### config.mk
export PLATFORM = sky130hd
export DESIGN_NAME = pipelined_addsub_acc_flat
export DESIGN_NICKNAME = d
export VERILOG_FILES = /design/src/rtl/pipelined_addsub_acc_if.sv /design/src/rtl/pipelined_addsub_acc.sv /design/src/flat_wrapper.sv
export SDC_FILE = /design/constraint.sdc
export NUM_CORES = 1
export LEC_CHECK = 0
export ABC_AREA = 1
export CAP_MARGIN = 15
export CORE_UTILIZATION = 48
export DETAILED_ROUTE_END_ITERATION = 8
export GPL_TIMING_DRIVEN = 0
export PLACE_DENSITY = 0.76
export SYNTH_ARGS = -nofsm -noshare
export SYNTH_HDL_FRONTEND = slang
export SYNTH_SLANG_ARGS = --single-unit
### constraint.sdc
create_clock -name clk -period 1.45 [get_ports clk]
set_input_delay 0.29 -clock clk [delete_from_list [all_inputs] [get_ports clk]]
set_output_delay 0.29 -clock clk [all_outputs]
set_load 0.01 [all_outputs]
### src/rtl/pipelined_addsub_acc_if.sv
// Operand/result stream bundle for pipelined_addsub_acc: valid/ready on both sides.
interface pipelined_addsub_acc_if #(
  parameter int WIDTH = 4
);
  logic             in_valid;
  logic             in_ready;
  logic [WIDTH-1:0] a;
  logic [WIDTH-1:0] b;
  logic [1:0]       op;
  logic             out_valid;
  logic             out_ready;
  logic [WIDTH:0]   sum;
  logic             flag;

  modport master (
    output in_valid, a, b, op, out_ready,
    input  in_ready, out_valid, sum, flag
  );

  modport slave (
    input  in_valid, a, b, op, out_ready,
    output in_ready, out_valid, sum, flag
  );
endinterface

### src/rtl/pipelined_addsub_acc.sv
// Add/subtract/accumulate unit with a LATENCY-deep stallable pipeline.
// Stage 0 computes at accept; the last stage is the output register.
module pipelined_addsub_acc #(
  parameter int WIDTH   = 4,
  parameter int LATENCY = 2
) (
  input logic                  clk,
  input logic                  rst,
  pipelined_addsub_acc_if.slave bus
);
  typedef enum logic [1:0] {
    OP_ADD = 2'b00,
    OP_SUB = 2'b01,
    OP_ACC = 2'b10,
    OP_CLR = 2'b11
  } op_e;

  op_e              op;
  logic             advance;
  logic             accept;
  logic [WIDTH:0]   acc;
  logic [WIDTH+1:0] acc_sum;
  logic [WIDTH:0]   res;
  logic             res_flag;

  logic [LATENCY-1:0] stage_valid;
  logic [LATENCY-1:0] stage_flag;
  logic [WIDTH:0]     stage_sum [LATENCY];

  assign op            = op_e'(bus.op);
  assign bus.out_valid = stage_valid[LATENCY-1];
  assign bus.sum       = stage_sum[LATENCY-1];
  assign bus.flag      = stage_flag[LATENCY-1];
  assign advance       = !bus.out_valid || bus.out_ready;
  assign bus.in_ready  = advance;
  assign accept        = bus.in_valid && advance;
  assign acc_sum       = {1'b0, acc} + {2'b00, bus.a};

  always_comb begin
    res      = '0;
    res_flag = 1'b0;
    case (op)
      OP_ADD: begin
        res      = {1'b0, bus.a} + {1'b0, bus.b};
        res_flag = res[WIDTH];
      end
      OP_SUB: begin
        res      = {1'b0, bus.a} - {1'b0, bus.b};
        res_flag = (bus.a < bus.b);
      end
      OP_ACC: begin
        res      = acc_sum[WIDTH:0];
        res_flag = acc_sum[WIDTH+1];
      end
      default: begin
        res      = '0;
        res_flag = 1'b0;
      end
    endcase
  end

  // Data fields only move with a valid beat so sum/flag hold their last value across bubbles.
  always_ff @(posedge clk) begin
    if (rst) begin
      stage_valid <= '0;
      stage_flag  <= '0;
      acc         <= '0;
      for (int unsigned i = 0; i < LATENCY; i++) begin
        stage_sum[i] <= '0;
      end
    end else begin
      if (accept && op == OP_ACC) begin
        acc <= acc_sum[WIDTH:0];
      end else if (accept && op == OP_CLR) begin
        acc <= '0;
      end
      if (advance) begin
        stage_valid[0] <= accept;
        if (accept) begin
          stage_sum[0]  <= res;
          stage_flag[0] <= res_flag;
        end
        for (int unsigned i = 1; i < LATENCY; i++) begin
          stage_valid[i] <= stage_valid[i-1];
          if (stage_valid[i-1]) begin
            stage_sum[i]  <= stage_sum[i-1];
            stage_flag[i] <= stage_flag[i-1];
          end
        end
      end
    end
  end
endmodule

### src/flat_wrapper.sv
// flat-port wrapper written by rule: the top's interface ports become plain ports
module pipelined_addsub_acc_flat 
#(
  parameter int WIDTH   = 4,
  parameter int LATENCY = 2
)
  (clk, rst, bus_in_valid, bus_a, bus_b, bus_op, bus_out_ready, bus_in_ready, bus_out_valid, bus_sum, bus_flag);
  pipelined_addsub_acc_if #(.WIDTH(WIDTH)) bus_i ();
  input logic clk;
  input logic rst;
  input wire logic [$bits(bus_i.in_valid)-1:0] bus_in_valid;
  input wire logic [$bits(bus_i.a)-1:0] bus_a;
  input wire logic [$bits(bus_i.b)-1:0] bus_b;
  input wire logic [$bits(bus_i.op)-1:0] bus_op;
  input wire logic [$bits(bus_i.out_ready)-1:0] bus_out_ready;
  output wire logic [$bits(bus_i.in_ready)-1:0] bus_in_ready;
  output wire logic [$bits(bus_i.out_valid)-1:0] bus_out_valid;
  output wire logic [$bits(bus_i.sum)-1:0] bus_sum;
  output wire logic [$bits(bus_i.flag)-1:0] bus_flag;
  assign bus_i.in_valid = bus_in_valid;
  assign bus_i.a = bus_a;
  assign bus_i.b = bus_b;
  assign bus_i.op = bus_op;
  assign bus_i.out_ready = bus_out_ready;
  assign bus_in_ready = bus_i.in_ready;
  assign bus_out_valid = bus_i.out_valid;
  assign bus_sum = bus_i.sum;
  assign bus_flag = bus_i.flag;
  pipelined_addsub_acc #(.WIDTH(WIDTH), .LATENCY(LATENCY)) u_core (.clk(clk), .rst(rst), .bus(bus_i));
endmodule
==> metrics.md, run 1 <==
| Metric | Value |
|---|---|
| Distinct cells, synth | 26 |
| WL/cell | 13.33 um |
| Final hold violation count | 0 |
| Initial antenna violation count | 0 |
| Hold Path Stages | 2 |
| Post-DRT Antenna Nets | 0 |
| Total track usage | 0.2491 |
| Max_slew headroom | 0.7227 |
| Initial Utilization | 0.5273 |
| Fmax achieved | 624.7 MHz |
| Worst setup margin | -150.9 ps |
| Die area | 3037 um^2 |
| Root Buffer | clkbuf_4 |
| Leak | 0.0008255 uW |
| Largest net degree at the start of global routing | 11 |
| Worst Tran Pin Value | 415.9 ps |
| Die Ht | 55.11 um |
| FF-to-FF path depth | 7 |
| RSZ-0062 raised after global routing | true |
| Htree depth | 1 |
| Power after layout | 1267 uW |
| Synth area leaders | edfxtp_1 (22%), dfxtp_1 (13%), ha_1 (11%), nand2_1 (10%), inv_1 (8.3%) |
| Clock sink count | 19 |
| Met2 usage in global routing | 0.4317 |
| DP HPWL | 2309 um |
| Syn Area/Cell | 7.649 um^2 |
| Met3 Use GR | 0.06557 |
| Worst skew pair latency | 300 ps |
| Final Skew | 0.9948 ps |
| Ys async rst share | 0 |
| N_diodes | 0 |
| Hold-fix buffers, CTS | 0 |
| Vias in the first global route | 1195 |
| Ys Warns | 0 |
| Routed WL | 3200 um |
| Failing checks | negative setup slack |
| Grt peak-use layer | met2 |
| Clock tree buffer depth | 2 |
| NumNets Final | 240 |
| Cell Area, Synth | 1354 um^2 |
| Crit path max-delay cell type | dfxtp_2 |
| Max Slew Vio Count | 0 |
| Residual DRC | 0 |
| Mapped Nets | 206 |
| Std-Cell Core Area | 2567 um^2 |
| Routability congestion estimate | 0.8738 |
| Rows | 18 |
| Sequential cell area fraction in the yosys report | 0.3549 |
| First-iteration detailed-routing DRC count | 27 |
| DR vias/cell | 5.146 |
| IO buf count | 20 |
| Max Cap Viol | 0 |
| Critical Path AT | 1670 ps |
| Flops & latches, synth | 19 |
| TritonRoute pass-1 iters | 4 |
| Share of the synthesized area in the top cell type | 0.2218 |
| TNS Setup | -556.5 ps |
| Clk slew on worst S/H paths | 100 ps |
| Remaining global-route overflow | 0 |
| Peak supply drop | 0.7542 mV |
| Fin util | 0.6974 |
| Ys flop type | edfxtp_1 |
| IO Pins | 22 |
| Worst path required time | 1520 ps |
| Fin area | 1790 um^2 |
| CTS tree | built |
| Crit end category | flip-flop |
| Outcome | finished with violations |
| Layout area overhead | 32.26% |
| Tmin final | 1601 ps |
| CP startpoint kind | flip-flop |
| Layout cell share with drive strength beyond 1 | 0.3143 |
| Number of flops mapped to enable cells by yosys | 10 |
| Hold Worst Slack | 375.1 ps |
| First-pass GRT wire length | 5188 um |
| Setup CP Type | flip-flop to flip-flop |
| PwrDens | 707.6 nW/um^2 |
| Worst min path class | input port to flip-flop |
| Critical path fanouts, max | 2 |
| Grt met1 use | 0.2946 |
| Synthesized instance count | 177 |
| Final period utilization | 1.104 |
| Vias | 1235 |
| Area post-placement | 1617 um^2 |
| TritonCTS buffer count | 3 |
| Cell Chain, Critical Path | ha_4 -> inv_2 -> fa_2 -> xor2_2 -> o22ai_2 -> o21ai_2 -> inv_1 |
| Final setup viols | 5 |
| CP peak stage delay | 370 ps |
| Die width | 55.11 um |
| Area leader, netlist | edfxtp_1 |
[per-layer routing]
layer  wire [um]  up-vias
li1            -      626
met1        1341      573
met2        1700       28
met3         115        8
met4          43        0
met5           0        -
[layout by cell type, fill, tap and decap left out, drive strengths merged]
cell	count
fa	3
clkbuf	10
a211oi	1
o22ai	2
edfxtp	10
or2	1
xor2	1
nand3b	1
nand2	39
dlygate4sd2	11
nand3	15
o21ai	6
inv	34
nor2	23
ha	12
dfxtp	9
clkdlybuf4s50	3
nor3	1
a21oi	13
buf	15
[state kept, by name (all words and copies together) (netlist names)]
register and flops:
u_core.stage_sum 10, u_core.stage_valid 2, u_core.stage_flag 2, u_core.acc 5
[power by group]
| part | switching, uW | total [uW] | leakage [uW] | internal (uW) |
|---|---|---|---|---|
| Clock | 155 | 262 | 0.0000150 | 107 |
| Sequential | 13.4 | 617 | 0.000183 | 604 |
| Combinational | 215 | 387 | 0.000627 | 172 |
[kinds of logic (layout without fill, tap and decap cells)]
family,count (synthesis),after routing,share of synthesized area
buf+inv,40,73,0.1266
compound gates,22,22,0.09889
xor+xnor,1,1,0.006471
fa+ha+maj,15,15,0.1553
simple gates,80,80,0.2579
flops,19,19,0.3549
[metrics by stage]
stage,worst slack [ps],std cells
finish,-150.9,240
detailed placement,-814.6,227
CTS,-146.5,234
global route,-213.7,240
floorplan,-56.38,177
global placement,-772.1,227
[worst max-delay path: cells and delay by family (launching register included)]
| family | cells | cell delay, ps |
|---|---|---|
| adders and majority gates | 2 | 480 |
| DFF | 1 | 370 |
| AOI/OAI and AO/OA | 2 | 230 |
| xor gates and xnor gates | 1 | 200 |
| buffers and inverters | 2 | 90 |
[cell type report]
| class | instances | area [um^2] |
|---|---|---|
| plain buffers | 6 | 41.29 |
| multi-input cells | 118 | 845.8 |
| inverters | 34 | 130.1 |
| well taps | 30 | 37.54 |
| repair buffers | 29 | 224.0 |
| flip-flops and latches | 19 | 485.5 |
| fillers | 204 | 777.0 |
| clock buffers | 4 | 26.28 |
[cell usage after synthesis, types with 3 or more instances]
| master | instances |
|---|---|
| nand2_1 | 37 |
| inv_1 | 30 |
| nor2_1 | 20 |
| nand3_1 | 15 |
| a21oi_1 | 13 |
| ha_1 | 12 |
| edfxtp_1 | 10 |
| dfxtp_1 | 9 |
| buf_4 | 5 |
| fa_1 | 3 |
| inv_2 | 3 |
| o21ai_0 | 3 |
[repair_timing]
action / in CTS / in global routing
setup endpoints to repair: 16 / 8
setup buffers: 3 / 6
resized for setup: 39 / 18
pin swaps: 8 / 7
[path summary, 6_finish.rpt]
kind / startpoint / to / slack [ps]
min: rst / u_core.acc[0] / 380
min reg2reg: u_core.stage_valid[0] / u_core.stage_valid[1] / 470
max reg2reg: u_core.acc[0] / u_core.stage_sum[0][2] / -150
max: u_core.acc[0] / u_core.stage_sum[0][2] / -150
(Power assumes the default switching activity.)
==> run 2: changes to the inputs <==
SETUP_SLACK_MARGIN = 0.5   (was unset)
==> run 2 against run 1 <==
The flow still finishes with violations (negative setup slack); cell count rose by 3.3%; largest cell class unchanged; wire length rose by 9.5%; critical path depth rose by 1; worst setup slack got worse by 26 ps; die area did not move; via count rose by 3.5%; register-to-register slack got worse by 30 ps; fmax fell by 1.6%; highest routed layer unchanged; sequential share of layout area fell by 3.3 points.
==> metrics.md, run 2 (synthesis gave the netlist of run 1 again) <==
| Metric | Value |
|---|---|
| PwrDens | 672.9 nW/um^2 (-4.9%) |
| Htree depth | 1 (unchanged) |
| DR vias/cell | 5.153 (+0.14%) |
| Final Skew | 9.622 ps (+8.627 ps) |
| Tmin final | 1627 ps (+26.49 ps) |
| Max_slew headroom | 0.7103 (-0.01243) |
| Rows | 18 (unchanged) |
| Remaining global-route overflow | 0 (unchanged) |
| Worst setup margin | -177.4 ps (-26.49 ps) |
| Failing checks | negative setup slack |
| Std-Cell Core Area | 2567 um^2 (unchanged) |
| Cells after DPL | 227 (unchanged) |
| Residual DRC | 0 (unchanged) |
| Most frequent cells in the layout | nand2_1 (32), buf_6 (22), inv_1 (21), nand3_1 (12) |
| Die width | 55.11 um (unchanged) |
| DP HPWL | 2354 um (+2.0%) |
| Final period utilization | 1.122 (+0.01827) |
| IO Pins | 22 (unchanged) |
| Crit path max-delay cell type | dfxtp_2 |
| Final hold violation count | 0 (unchanged) |
| Crit end category | flip-flop |
| Switching power | 441.6 uW (+15%) |
| Layout cell share with drive strength beyond 1 | 0.4725 (+0.1582) |
| Routed WL | 3505 um (+9.5%) |
| TritonCTS buffer count | 3 (unchanged) |
| Clock tree buffer depth | 2 (unchanged) |
| NumNets Final | 248 (+3.3%) |
| Worst Path Buf+Inv | 1 (-1) |
| Initial Utilization | 0.5273 (unchanged) |
| CTS tree | built |
| Flop pwr share | 0.448 (-0.039) |
| Clk slew on worst S/H paths | 110 ps (about the same) |
| Worst skew pair latency | 310 ps (about the same) |
| Critical path fanouts, max | 2 (unchanged) |
| WL/cell | 14.13 um (+6.0%) |
| Max Cap Viol | 0 (unchanged) |
| Clock sink count | 19 (unchanged) |
| Sw Share | 0.3183 (+0.01576) |
| TritonRoute pass-1 iters | 4 (unchanged) |
| Largest regs | u_core.stage_sum x10, u_core.acc x5 |
| CP delay by family, top | adder cells |
| Initial antenna violation count | 0 (unchanged) |
| Final setup viols | 5 (unchanged) |
| Fmax achieved | 614.5 MHz (-1.6%) |
| IO buf count | 20 (unchanged) |
| Critical Path AT | 1690 ps (+20 ps) |
| Routability congestion estimate | 0.9251 (+5.9%) |
| Clock network power share | 0.200 (-0.007) |
| Internal power | 945.9 uW (+7.0%) |
| Vias in the first global route | 1181 (-1.2%) |
| CP startpoint kind | flip-flop |
| Peak supply drop | 0.6839 mV (-9.3%) |
| Cell Chain, Critical Path | ha_4 -> inv_2 -> fa_2 -> nand3b_1 -> nand2_1 -> nand2_1 -> nand3_1 -> a21oi_1 |
| Post-DRT Antenna Nets | 0 (unchanged) |
| Hold Worst Slack | 267.4 ps (-107.7 ps) |
| Layout area overhead | 52.31% |
| Commonest non-fill, non-tap cell in the layout | nand2_1 |
| Leak | 0.0009128 uW (+11%) |
| RSZ-0062 raised after global routing | true |
| Worst path required time | 1510 ps (about the same) |
| Outcome | finished with violations |
| Die area | 3037 um^2 (unchanged) |
| Largest net degree at the start of global routing | 11 (unchanged) |
| Comb pwr share | 0.352 (+0.046) |
| Root Buffer | clkbuf_4 |
| CP peak stage delay | 370 ps (about the same) |
| First-iteration detailed-routing DRC count | 43 (+59%) |
| Total track usage | 0.2437 (-0.005434) |
| Vias | 1278 (+3.5%) |
| N_diodes | 0 (unchanged) |
| Most used cell, CP | nand2_1 |
| Fin util | 0.8031 (+0.1058) |
| Worst Tran Pin Value | 434.0 ps (+18.16 ps) |
| Setup CP Type | flip-flop to flip-flop |
| Fin cells | 248 (+3.3%) |
| Largest register FFs | 10 (unchanged) |
| Die Ht | 55.11 um (unchanged) |
| Max Slew Vio Count | 0 (unchanged) |
| First-pass GRT wire length | 5078 um (-2.1%) |
| Top reg by flops | u_core.stage_sum |
| Worst min path class | input port to flip-flop |
-- run 2: cell type report --
| class | instances | area (um^2) |
|---|---|---|
| flip-flops and latches | 19 | 490.5 |
| inverters | 34 | 137.6 |
| clock buffers | 4 | 26.28 |
| multi-input cells | 118 | 940.9 |
| well taps | 30 | 37.54 |
| plain buffers | 6 | 61.31 |
| fillers | 149 | 505.5 |
| repair buffers | 37 | 367.9 |
-- run 2: layer usage --
layer	wire length (um)	up-vias	track usage
li1	-	642	-
met1	1477	608	0.2936
met2	1905	25	0.4498
met3	110	3	0.05738
met4	12	0	0.02500
met5	0	-	0
-- run 2: timing repair --
action                                  4_1_cts  5_1_grt
endpoints found under the setup margin       36       36
hold buffers                                  0        0
pin swaps                                    20       14
buffers inserted                             11        6
gates resized for setup                      92       33
-- run 2: path summary, 6_finish.rpt --
check                        start                endpoint  slack [ps]  cells past startpoint
min                            rst           u_core.acc[0]         270                      2
max reg2reg          u_core.acc[0]  u_core.stage_sum[0][4]        -180                      8
min reg2reg  u_core.stage_valid[0]   u_core.stage_valid[0]         490                      2
max                  u_core.acc[0]  u_core.stage_sum[0][4]        -180                      8
-- run 2: power by group through the flow --
stage               registers [uW]  logic [uW]  clock network (uW)
floorplan                      628         228                   0
finish                         621         489                 277
detailed placement             630         357                   0
CTS                            620         415                 271
global placement               629         346                   0
global route                   624         530                 302
-- run 2: through the flow --
step,TNS (ps),instance area [um^2],power [uW],worst slack [ps]
2_1_floorplan,-140.6,1448,856.2,-54.37
3_3_place_gp,-7753,1685,974.6,-751.2
4_1_cts,-360.3,1903,1306,-137.9
3_5_place_dp,-8186,1685,986.9,-801.4
5_1_grt,-846.4,2062,1457,-242.5
6_report,-539.7,2062,1388,-177.4
==> run 3: changes to the inputs <==
HOLD_SLACK_MARGIN = 0.03   (was unset)
==> results of run 3 <==
Final layout, timing and power as in run 2 (identical DEF).
